==> config.mk <==
export PLATFORM = sky130hd
export DESIGN_NAME = downsample
export DESIGN_NICKNAME = d
export VERILOG_FILES = /design/src/rtl/downsample.sv
export SDC_FILE = /design/constraint.sdc
export NUM_CORES = 1
export LEC_CHECK = 0
export BUFFER_PORTS_ARGS = -buffer_cell sky130_fd_sc_hd__buf_2
export CORE_ASPECT_RATIO = 0.9
export CORE_MARGIN = 5
export CORE_UTILIZATION = 40
export CTS_BUF_LIST = sky130_fd_sc_hd__clkbuf_16
export DETAILED_ROUTE_END_ITERATION = 12
export REMOVE_ABC_BUFFERS = 1
export SLEW_MARGIN = 15
export SYNTH_ARGS = -nofsm -noshare
export SYNTH_HDL_FRONTEND = slang
export SYNTH_SLANG_ARGS = --single-unit
==> constraint.sdc <==
create_clock -name clk -period 4.4 [get_ports clk]
set_input_delay 0.44 -clock clk [delete_from_list [all_inputs] [get_ports clk]]
set_output_delay 0.44 -clock clk [all_outputs]
set_load 0.005 [all_outputs]
==> src/rtl/downsample.sv <==
// 2x2 pooling (max / min / average) as a two-stage pipeline with a global stall.
// Optional argmax output enabled by defining DOWNSAMPLE_ARGMAX_EN.
module downsample #(
  parameter int unsigned DATA_W = 8
) (
  input  logic              clk,
  input  logic              rst,
  input  logic [DATA_W-1:0] pixel_00,
  input  logic [DATA_W-1:0] pixel_01,
  input  logic [DATA_W-1:0] pixel_10,
  input  logic [DATA_W-1:0] pixel_11,
  input  logic [1:0]        mode,
  input  logic              in_valid,
  output logic              in_ready,
  output logic [DATA_W-1:0] max_pixel,
  output logic              out_valid,
  input  logic              out_ready
`ifdef DOWNSAMPLE_ARGMAX_EN
  ,
  output logic [1:0]        max_idx
`endif
);

  localparam int unsigned RSUM_W = DATA_W + 1;
  localparam int unsigned TSUM_W = DATA_W + 2;

  typedef enum logic [1:0] {
    OP_MAX = 2'd0,
    OP_MIN = 2'd1,
    OP_AVG = 2'd2
  } op_e;

  // Strictly-better test: a tie keeps the incumbent, which always has the lower index.
  function automatic logic beats(input logic [DATA_W-1:0] cand,
                                 input logic [DATA_W-1:0] inc,
                                 input op_e op);
    return (op == OP_MIN) ? (cand < inc) : (cand > inc);
  endfunction

  logic              advance;
  op_e               op_in;

  logic              s1_valid_q;
  op_e               s1_op_q,  s1_op_d;
  logic [DATA_W-1:0] r0_val_q, r0_val_d, r1_val_q, r1_val_d;
  logic [RSUM_W-1:0] r0_sum_q, r0_sum_d, r1_sum_q, r1_sum_d;
  logic              r0_pick,  r1_pick,  row_pick;

  logic              out_valid_q;
  logic [DATA_W-1:0] pix_q,    pix_d;
  logic [TSUM_W-1:0] tot_sum;

  assign advance   = !out_valid_q || out_ready;
  assign in_ready  = advance;
  assign out_valid = out_valid_q;
  assign max_pixel = pix_q;

  // Stage 1: per-row reduction
  always_comb begin
    case (mode)
      2'b01:   op_in = OP_MIN;
      2'b10:   op_in = OP_AVG;
      default: op_in = OP_MAX;
    endcase
    s1_op_d  = op_in;
    r0_pick  = beats(pixel_01, pixel_00, op_in);
    r1_pick  = beats(pixel_11, pixel_10, op_in);
    r0_val_d = r0_pick ? pixel_01 : pixel_00;
    r1_val_d = r1_pick ? pixel_11 : pixel_10;
    r0_sum_d = RSUM_W'(pixel_00) + RSUM_W'(pixel_01);
    r1_sum_d = RSUM_W'(pixel_10) + RSUM_W'(pixel_11);
  end

  // Stage 2: combine rows
  always_comb begin
    row_pick = beats(r1_val_q, r0_val_q, s1_op_q);
    tot_sum  = TSUM_W'(r0_sum_q) + TSUM_W'(r1_sum_q);
    if (s1_op_q == OP_AVG) pix_d = tot_sum[TSUM_W-1:2];
    else                   pix_d = row_pick ? r1_val_q : r0_val_q;
  end

  always_ff @(posedge clk) begin
    if (rst) begin
      s1_valid_q  <= 1'b0;
      s1_op_q     <= OP_MAX;
      r0_val_q    <= '0;
      r1_val_q    <= '0;
      r0_sum_q    <= '0;
      r1_sum_q    <= '0;
      out_valid_q <= 1'b0;
      pix_q       <= '0;
    end else if (advance) begin
      s1_valid_q  <= in_valid;
      s1_op_q     <= s1_op_d;
      r0_val_q    <= r0_val_d;
      r1_val_q    <= r1_val_d;
      r0_sum_q    <= r0_sum_d;
      r1_sum_q    <= r1_sum_d;
      out_valid_q <= s1_valid_q;
      pix_q       <= pix_d;
    end
  end

`ifdef DOWNSAMPLE_ARGMAX_EN
  logic       r0_col_q, r1_col_q;
  logic [1:0] idx_q,    idx_d;

  always_comb begin
    if (s1_op_q == OP_AVG) idx_d = 2'd0;
    else                   idx_d = {row_pick, row_pick ? r1_col_q : r0_col_q};
  end

  always_ff @(posedge clk) begin
    if (rst) begin
      r0_col_q <= 1'b0;
      r1_col_q <= 1'b0;
      idx_q    <= '0;
    end else if (advance) begin
      r0_col_q <= r0_pick;
      r1_col_q <= r1_pick;
      idx_q    <= idx_d;
    end
  end

  assign max_idx = idx_q;
`endif

endmodule

==> summary.md, run 1 <==
| Metric | Value |
|---|---|
| Outcome | `completed` |
| First-pass GRT wire length | `12650 um` |
| Final worst slack | `1996 ps` |
| IO Count | `48` |
| Overall die height | `98.12 um` |
| DR iter-0 viols | `58` |
| Final instance area | `3845 um2` |
| P_leak | `1.882 nW` |
| Achievable Freq | `415.9 MHz` |
| Vias in the first global route | `2790` |
| PostCTS Resize Cnt | `0` |
| Worst r2r src | `r0_val_q[1]` |
| Vias | `2830` |
| Endpoint type of the worst setup path | `flip-flop` |
| Clock Path Buffers | `2` |
| Final Hold Vio Count | `0` |
| Root Buffer | `clkbuf_16` |
| NumNets Final | `529` |
| P&R area growth vs syn | `11.42%` |
| GRT Resource Usage Total | `0.1457` |
| Port buffer count | `47` |
| Number of synthesized flops with an enable pin | `0` |
| Post-route insts no fill | `560` |
| Buf+Inv Stages, Crit Path | `1` |
| Max Cap Viol | `0` |
| Pre-CTS setup slack | `1737 ps` |
| Placed cell area | `3712 um2` |
| Overall Power | `1.226 mW` |
| PwrDens | `318.8 nW/um2` |
| Share of the synthesized area in the top cell type | `0.2669` |
| Hold Path Depth | `3` |
| Most common cell in the netlist | `nor2_1` |
| Setup_tns | `0 ps` |
| Yosys reg bits | `46` |
| Row count | `32` |
| Postcts setup bufs | `0` |
| Final Wtd Congestion | `0.8356` |
| Hold path endpoint | `s1_valid_q` |
| Slew Limit Headroom | `0.4253` |
| Initial antenna violation count | `0` |
| Sequential power share | `0.407` |
| CTS Sinks | `46` |
| Per-cell routed wire length | `13.37 um` |
| CP Launch Type | `input port` |
| Crit share post-route | `0.5464` |
| Final Slew Violations | `0` |
| Gate power share | `0.312` |
| DRT Pass-1 Iters | `7` |
| Post-route ant nets | `0` |
| Sw power | `0.3789 mW` |
| TritonCTS clock tree | `built` |
| Gr ovfl total | `0` |
| Cell type with the largest total area after synthesis | `dfxtp_1` |
| Flop2flop setup slack | `2070 ps` |
| Yosys warnings | `0` |
| DP HPWL | `5948 um` |
| Ys async rst share | `0` |
| Syn_area_per_cell | `8.584 um2` |
| Worst Tran Pin Value | `862.1 ps` |
| CP cell instances | `buf_2 -> ha_1 -> fa_1 -> nor2b_1 -> or2_2 -> a21oi_2 -> o21ai_1 -> a221o_1 -> a211oi_1 -> nor3_1` |
| CTS H-tree lvls | `2` |
| Worst skew pair latency | `280 ps` |
| Vias per cell | `5.054` |
| CP max-delay cell | `fa_1` |
| Syn Inst Count | `402` |
| HP Start | `in_valid` |
| Sw Ratio | `0.3091` |
| Unrepaired setup endpoints after global routing | `no` |
| Cell family with most CP delay | `compound AO/OA/AOI/OAI gates` |
| Synth top area cells | `dfxtp_1 27%, ha_1 17%, a211oi_1 6.5%` |
| Clock skew | `3.380 ps` |
| Yosys cell types | `52` |
| Sequential area share after synthesis | `0.2669` |
| WL final | `7487 um` |
| Worst-path clk slew | `60 ps` |
| Total CTS buffers | `5` |
| Hold crit path type | `in -> reg` |
| Initial Util | `0.4065` |
| Depth of the most critical reg-to-reg path | `9` |
| Post-Synthesis Cell Area | `3451 um2` |
| Final setup fails | `0` |
| Top_reg_cell synth | `dfxtp_1` |
| CP required | `4530 ps` |
| Die area | `10590 um2` |
| Worst R2R End | `max_pixel[6]` |
| Clock share of power | `0.281` |
| Largest net degree at the start of global routing | `49` |
| DRC Markers | `0` |
| Layout cells sized above 1 | `0.1542` |
| Top cells by count, synth | `49 x nor2_1, 48 x ha_1, 46 x dfxtp_1, 44 x inv_1, 30 x a211oi_1` |
| Worst EP arrival | `2530 ps` |
| Cell internal pwr | `0.8468 mW` |
| Slowest stage delay, CP | `390 ps` |
| Max VDD drop | `0.1700 mV` |
| Antenna Cells | `0` |
| Die width | `107.9 um` |
| Fin crit period | `2404 ps` |
| CTS Hold Buffers Added | `0` |
| Placed cell count | `553` |
| Critical path class | `in -> reg` |
| Crit Path Max Fanout | `3` |
| Core area | `8488 um2` |
cells by family after synthesis:
logic type,Yosys count,synth area share
DFF,46,0.2669
xor gates and xnor gates,17,0.04315
muxes,25,0.07687
buffers and inverters,61,0.08847
adders and majority gates,50,0.1856
AOI/OAI and AO/OA,106,0.2092
and+or+nand+nor,97,0.1298
power groups by stage:
stage | registers [mW] | clock network, mW | logic (mW)
floorplan | 0.498 | 0 | 0.277
global placement | 0.507 | 0 | 0.373
detailed placement | 0.509 | 0 | 0.381
CTS | 0.500 | 0.354 | 0.384
global route | 0.504 | 0.373 | 0.435
finish | 0.499 | 0.345 | 0.382
layout by cell type, fill, tap and decap left out, drive strengths merged, types with 2 or more instances in the layout:
| cell | instances |
|---|---|
| nor3 | 7 |
| xor2 | 2 |
| a211oi | 30 |
| mux2i | 23 |
| inv | 46 |
| a211o | 2 |
| a31oi | 2 |
| nand3 | 2 |
| a22oi | 5 |
| a221oi | 2 |
| nand2 | 17 |
| a221o | 2 |
| nand2b | 4 |
| mux2 | 2 |
| a311oi | 2 |
| o211ai | 2 |
| nor2b | 7 |
| o21ai | 11 |
| xnor2 | 15 |
| a21oi | 29 |
| o21bai | 2 |
| o31a | 2 |
| nor2 | 49 |
| dfxtp | 46 |
| nand4 | 4 |
| fa | 2 |
| clkbuf | 5 |
| buf | 49 |
| a21o | 4 |
| o22ai | 6 |
| ha | 48 |
state kept, by name, summed over array words and instances, names as in the netlist:
register / flops
max_pixel: 8
out_valid: 1
r0_sum_q: 9
r0_val_q: 8
r1_sum_q: 9
r1_val_q: 8
s1_op_q: 2
s1_valid_q: 1
stage by stage:
step                hold slack (ps)  utilization
floorplan                     426.2            -
global placement              438.9       0.4374
detailed placement            452.8       0.4374
CTS                           405.3       0.4530
global route                  452.3       0.4530
finish                        408.2       0.4530
worst register-to-register path: cells and delay by family, from the launching register on:
kind | cells | cell delay (ps)
buffers and inverters | 1 | 60
muxes | 1 | 490
DFF | 1 | 360
AOI/OAI and AO/OA | 4 | 820
and+or+nand+nor | 2 | 230
adders and majority gates | 1 | 300
layer usage:
metal | vias to the layer above | part of all wire | track usage | wire length (um)
li1 | 1499 | - | - | -
met1 | 1261 | 0.49 | 0.2027 | 3650
met2 | 60 | 0.45 | 0.2328 | 3378
met3 | 10 | 0.049 | 0.02644 | 365
met4 | 0 | 0.013 | 0.03786 | 94
met5 | - | 0 | 0 | 0
cell type report:
type	instances	area (um2)
multi-input combinational	295	2227
fill	886	4643
sequential	46	920.9
tap	119	148.9
clock buffer	5	125.1
clock inverter	2	7.507
inverter	44	165.2
timing repair buffer	49	250.2
how the worst max path moves through the flow:
stage	slack, ps	start	depth (start not counted)	end
after detailed placement	1740	pixel_10[0]	10	r1_sum_q[8]
final	2000	pixel_10[0]	10	r1_sum_q[8]
after floorplan	1560	out_ready	5	max_pixel[6]
after CTS	2010	pixel_10[0]	10	r1_sum_q[8]
after global routing	1850	pixel_10[0]	10	r1_sum_q[8]
after global placement	1800	pixel_10[0]	10	r1_sum_q[8]
Note: power is estimated with default switching activity, not from simulation.
==> run 2, diff against run 1 <==
==> constraint.sdc (replaced) <==
create_clock -name clk -period 2.2 [get_ports clk]
set_input_delay 0.22 -clock clk [delete_from_list [all_inputs] [get_ports clk]]
set_output_delay 0.22 -clock clk [all_outputs]
set_load 0.005 [all_outputs]
==> run 2 against run 1 <==
Final cell count is 4.8% higher. Sequential power rose by 99%. Sequential share of layout area fell by 1.4 points. Global-route usage is 0.31 points higher. Clock power up 100%. Flip-flop and latch count unchanged. Via count up 4.2%. First-iteration DRC count rose by 91%. Highest routed layer unchanged.
==> summary.md, run 2 (same netlist as run 1, synthesis figures left out) <==
| Metric | Value |
|---|---|
| Outcome | `completed` |
| Max Cap Viol | `0` |
| WL final | `7899 um` |
| Post-route insts no fill | `587` |
| Buf+Inv Stages, Crit Path | `1` |
| Largest net degree at the start of global routing | `33` |
| Crit share post-route | `0.9552` |
| Initial antenna violation count | `0` |
| WHS | `183.6 ps` |
| Setup_tns | `0 ps` |
| Die area | `10590 um2` |
| Total CTS buffers | `5` |
| Vias in the first global route | `2833` |
| Achievable Freq | `475.9 MHz` |
| Core area | `8488 um2` |
| Max VDD drop | `0.3466 mV` |
| Layout cells sized above 1 | `0.2115` |
| Final worst slack | `98.53 ps` |
| Cell family with most CP delay | `compound AO/OA/AOI/OAI gates` |
| Slowest stage delay, CP | `380 ps` |
| GRT Resource Usage Total | `0.1489` |
| CP cell instances | `inv_1 -> ha_1 -> nor2b_1 -> o21ai_0 -> nand2_1 -> a21oi_2 -> mux2_4 -> a211o_1 -> o22ai_1` |
| Worst Tran Pin Value | `549.8 ps` |
| P&R area growth vs syn | `18.35%` |
| Fin util | `0.4811` |
| Root Buffer | `clkbuf_16` |
| Flop2flop setup slack | `100 ps` |
| Overall die height | `98.12 um` |
| CP Launch Type | `flip-flop` |
| CP max-delay cell | `mux2_4` |
| Crit Path Max Fanout | `5` |
| IO Count | `48` |
| DP HPWL | `6335 um` |
| Row count | `32` |
| Vias | `2949` |
| CTS H-tree lvls | `2` |
| Final instance area | `4084 um2` |
| Antenna Cells | `0` |
| DRC Markers | `0` |
| Commonest non-fill, non-tap cell in the layout | `nor2_1` |
| First-pass GRT wire length | `12990 um` |
| Vias per cell | `5.024` |
| Final Hold Vio Count | `0` |
| Final Slew Violations | `0` |
| Worst-path clk slew | `60 ps` |
| Per-cell routed wire length | `13.46 um` |
| Post-route ant nets | `0` |
| Final setup fails | `0` |
| TritonCTS clock tree | `built` |
| Clock skew | `1.709 ps` |
| PwrDens | `625.5 nW/um2` |
| CP required | `2410 ps` |
| Placed cell area | `3920 um2` |
| Commonest cells after routing, fill and taps aside | `49 x nor2_1, 48 x ha_1, 47 x buf_2, 45 x inv_1, 45 x dfxtp_1` |
| Endpoint type of the worst setup path | `flip-flop` |
| Initial Util | `0.4065` |
| Clock Path Buffers | `2` |
| Slew Limit Headroom | `0.6327` |
| Hold crit path type | `in -> reg` |
| Gr ovfl total | `0` |
| Fin crit period | `2101 ps` |
| Overall Power | `2.555 mW` |
| Placed cell count | `579` |
| Final Wtd Congestion | `0.8094` |
| Worst EP arrival | `2310 ps` |
| Die width | `107.9 um` |
| CTS Sinks | `46` |
| NumNets Final | `556` |
| Port buffer count | `47` |
| Regs by FF count | `r0_sum_q (9), r1_sum_q (9)` |
| DRT Pass-1 Iters | `5` |
| Worst skew pair latency | `280 ps` |
| Pre-CTS setup slack | `-168.1 ps` |
| DR iter-0 viols | `111` |
| Critical path class | `reg -> reg` |
| P_leak | `2.028 nW` |
| Postcts setup bufs | `0` |
-- run 2: worst paths after layout --
path	depth (start not counted)	startpoint	endpoint
max	9	r0_val_q[1]	max_pixel[6]
min	3	in_valid	s1_valid_q
max reg2reg	9	r0_val_q[1]	max_pixel[6]
min reg2reg	2	s1_valid_q	s1_valid_q
-- run 2: per-layer routing --
metal	share of wire	wire [um]	vias to the layer above	GRT usage
met4	0.0078	62	0	0.02718
met5	0	0	-	0
met2	0.47	3737	45	0.2452
li1	-	-	1558	-
met3	0.039	311	8	0.03106
met1	0.48	3788	1338	0.2031
-- run 2: worst register-to-register path: stages, from the launching register on --
cell     delay [ps]
dfxtp_2         320
inv_1            40
ha_1            300
nor2b_1         130
o21ai_0         130
nand2_1         100
a21oi_2         220
mux2_4          380
a211o_1         300
o22ai_1         100
-- run 2: power by group --
part / total [mW] / leakage (nW) / internal [mW] / switching (mW)
combinational: 0.864 / 1.57 / 0.423 / 0.441
sequential: 0.995 / 0.383 / 0.931 / 0.0640
clock: 0.696 / 0.0723 / 0.406 / 0.290
total: 2.55 / 2.03 / 1.76 / 0.795
-- run 2: timing repair --
item | CTS | global route
endpoints found under the setup margin | 2 | 5
cloned | 0 | 1
hold buffers | 0 | 0
resized for setup | 1 | 4
pin swaps | 0 | 2
-- run 2: area by class of cell --
type	count	area, um2
Tap cell	119	148.9
Inverter	44	165.2
Multi-Input combinational cell	296	2257
Clock buffer	5	125.1
Clock inverter	2	7.507
Sequential cell	46	922.1
Timing Repair Buffer	75	457.9
Fill cell	834	4404
==> run 3, diff against run 2 <==
--- a/config.mk
+++ b/config.mk
@@ -10,7 +10,9 @@
 export CORE_MARGIN = 5
 export CORE_UTILIZATION = 40
 export CTS_BUF_LIST = sky130_fd_sc_hd__clkbuf_16
+export CTS_CLUSTER_SIZE = 40
 export DETAILED_ROUTE_END_ITERATION = 12
+export PLACE_DENSITY = 0.64
 export REMOVE_ABC_BUFFERS = 1
 export SLEW_MARGIN = 15
 export SYNTH_ARGS = -nofsm -noshare
==> run 3 against run 2 <==
Total power increased by 0.78%. Via count down 0.68%. Core utilization hardly changed. Cell area about the same. Routed wire length increased by 1.8%. Final cell count rose by 0.17%. Worst setup slack got worse by 23 ps. Fmax shrank 1.1%. Combinational power increased by 1%. Sequential share of layout area about the same. Flip-flop and latch count is the same.
==> summary.md, run 3 (same netlist as run 1, synthesis figures left out) <==
| Metric | Value |
|---|---|
| Outcome | `completed` |
| Final Hold Vio Count | `0` |
| DRT Pass-1 Iters | `4` |
| Post-route ant nets | `0` |
| Clock Path Buffers | `2` |
| Row count | `32` |
| Worst Tran Pin Value | `581.7 ps` |
| Port buffer count | `47` |
| Die width | `107.9 um` |
| Postcts setup bufs | `0` |
| Depth of the most critical reg-to-reg path | `9` |
| Vias per cell | `4.981` |
| Layout cells sized above 1 | `0.2090` |
| Unrepaired setup endpoints after global routing | `no` |
| WHS | `181.4 ps` |
| Worst r2r src | `r0_val_q[3]` |
| PwrDens | `630.6 nW/um2` |
| Commonest cells after routing, fill and taps aside | `49 x nor2_1, 48 x ha_1, 47 x buf_2, 46 x dfxtp_1, 44 x inv_1` |
| Hold path endpoint | `s1_valid_q` |
| Root Buffer | `clkbuf_16` |
| Gr ovfl total | `0` |
| DRC Markers | `0` |
| Setup_tns | `0 ps` |
| Final instance area | `4083 um2` |
| Endpoint type of the worst setup path | `flip-flop` |
| Max Cap Viol | `0` |
| First-pass GRT wire length | `13240 um` |
| Placed cell area | `3918 um2` |
| CTS Hold Buffers Added | `0` |
| Initial antenna violation count | `0` |
| P_leak | `2.020 nW` |
| Slew Limit Headroom | `0.6114` |
| Die area | `10590 um2` |
| Flop2flop setup slack | `80 ps` |
| Regs by FF count | `r0_sum_q (9), r1_sum_q (9)` |
| Overall Power | `2.574 mW` |
| NumNets Final | `556` |
| Fin crit period | `2124 ps` |
| Max VDD drop | `0.2965 mV` |
| Largest net degree at the start of global routing | `36` |
| Commonest non-fill, non-tap cell in the layout | `nor2_1` |
| DR iter-0 viols | `111` |
| Final setup fails | `0` |
| Crit Path Max Fanout | `5` |
| Antenna Cells | `0` |
| Per-cell routed wire length | `13.68 um` |
| Total CTS buffers | `5` |
| Vias in the first global route | `2964` |
| CP Launch Type | `flip-flop` |
| Achievable Freq | `470.8 MHz` |
| Core area | `8488 um2` |
| CP required | `2410 ps` |
| Critical path class | `reg -> reg` |
| WL final | `8042 um` |
| CTS H-tree lvls | `2` |
| Overall die height | `98.12 um` |
| Worst EP arrival | `2330 ps` |
| Worst skew pair latency | `280 ps` |
| Worst-path clk slew | `60 ps` |
| CTS Sinks | `46` |
| Hold crit path type | `in -> reg` |
| P&R area growth vs syn | `18.31%` |
| Setup crit start | `r0_val_q[3]` |
| Clock skew | `5.487 ps` |
| Vias | `2929` |
| Initial Util | `0.4065` |
| DP HPWL | `6381 um` |
| Worst R2R End | `max_pixel[6]` |
| TritonCTS clock tree | `built` |
| Hold Path Depth | `3` |
| IO Count | `48` |
| Final Slew Violations | `0` |
| Crit share post-route | `0.9656` |
| Final Wtd Congestion | `0.8326` |
| GRT Resource Usage Total | `0.1521` |
| Filler cells | `886` |
| HP Start | `in_valid` |
run 3: layout make-up:
cell class / count / area, um2 / share of cell area
multi-input combinational: 296 / 2252 / 0.5516
clock inverter: 3 / 12.51 / 0.003065
sequential: 46 / 920.9 / 0.2256
timing repair buffer: 75 / 457.9 / 0.1122
clock buffer: 5 / 125.1 / 0.03065
inverter: 44 / 165.2 / 0.04045
tap: 119 / 148.9 / 0.03647
run 3: how the worst max path moves through the flow:
stage,to,cells past startpoint
floorplan,max_pixel[6],5
global placement,r1_sum_q[8],10
detailed placement,r1_sum_q[8],10
CTS,max_pixel[6],9
global route,max_pixel[6],9
finish,max_pixel[6],9
run 3: power by group:
part	internal, mW	switching (mW)	total, mW	leakage, nW
clock network	0.411	0.296	0.707	0.0724
logic	0.428	0.447	0.875	1.57
registers	0.930	0.0625	0.993	0.382
run 3: per-stage QoR:
step / utilization / setup WS [ps] / instances
after floorplan: - / -554.6 / 385
after global placement: 0.4615 / -127.3 / 579
after detailed placement: 0.4615 / -167.4 / 579
after CTS: 0.4782 / 3.764 / 587
after global routing: 0.4810 / 14.03 / 588
final: 0.4810 / 75.77 / 588
run 3: worst max-delay path, cell delays in order (launching register included):
cell	delay (ps)
dfxtp_1	340
inv_1	50
ha_1	290
and2_1	170
o21ai_1	70
nand2_1	100
a21oi_2	240
mux2_4	380
a211o_1	310
o22ai_1	100
run 3: what timing repair did:
item                                    CTS  global route
gates resized for setup                   1             5
pin swaps                                 0             2
gates cloned                              0             1
endpoints found under the setup margin    1             9
run 3: per-layer routing:
layer  global-route usage  routed length (um)  vias to the layer above
met5                    0                   0                        -
met1               0.1938                3808                     1322
met4              0.03786                  97                        0
met2               0.2634                3854                       48
li1                     -                   -                     1547
met3              0.02908                 283                       12
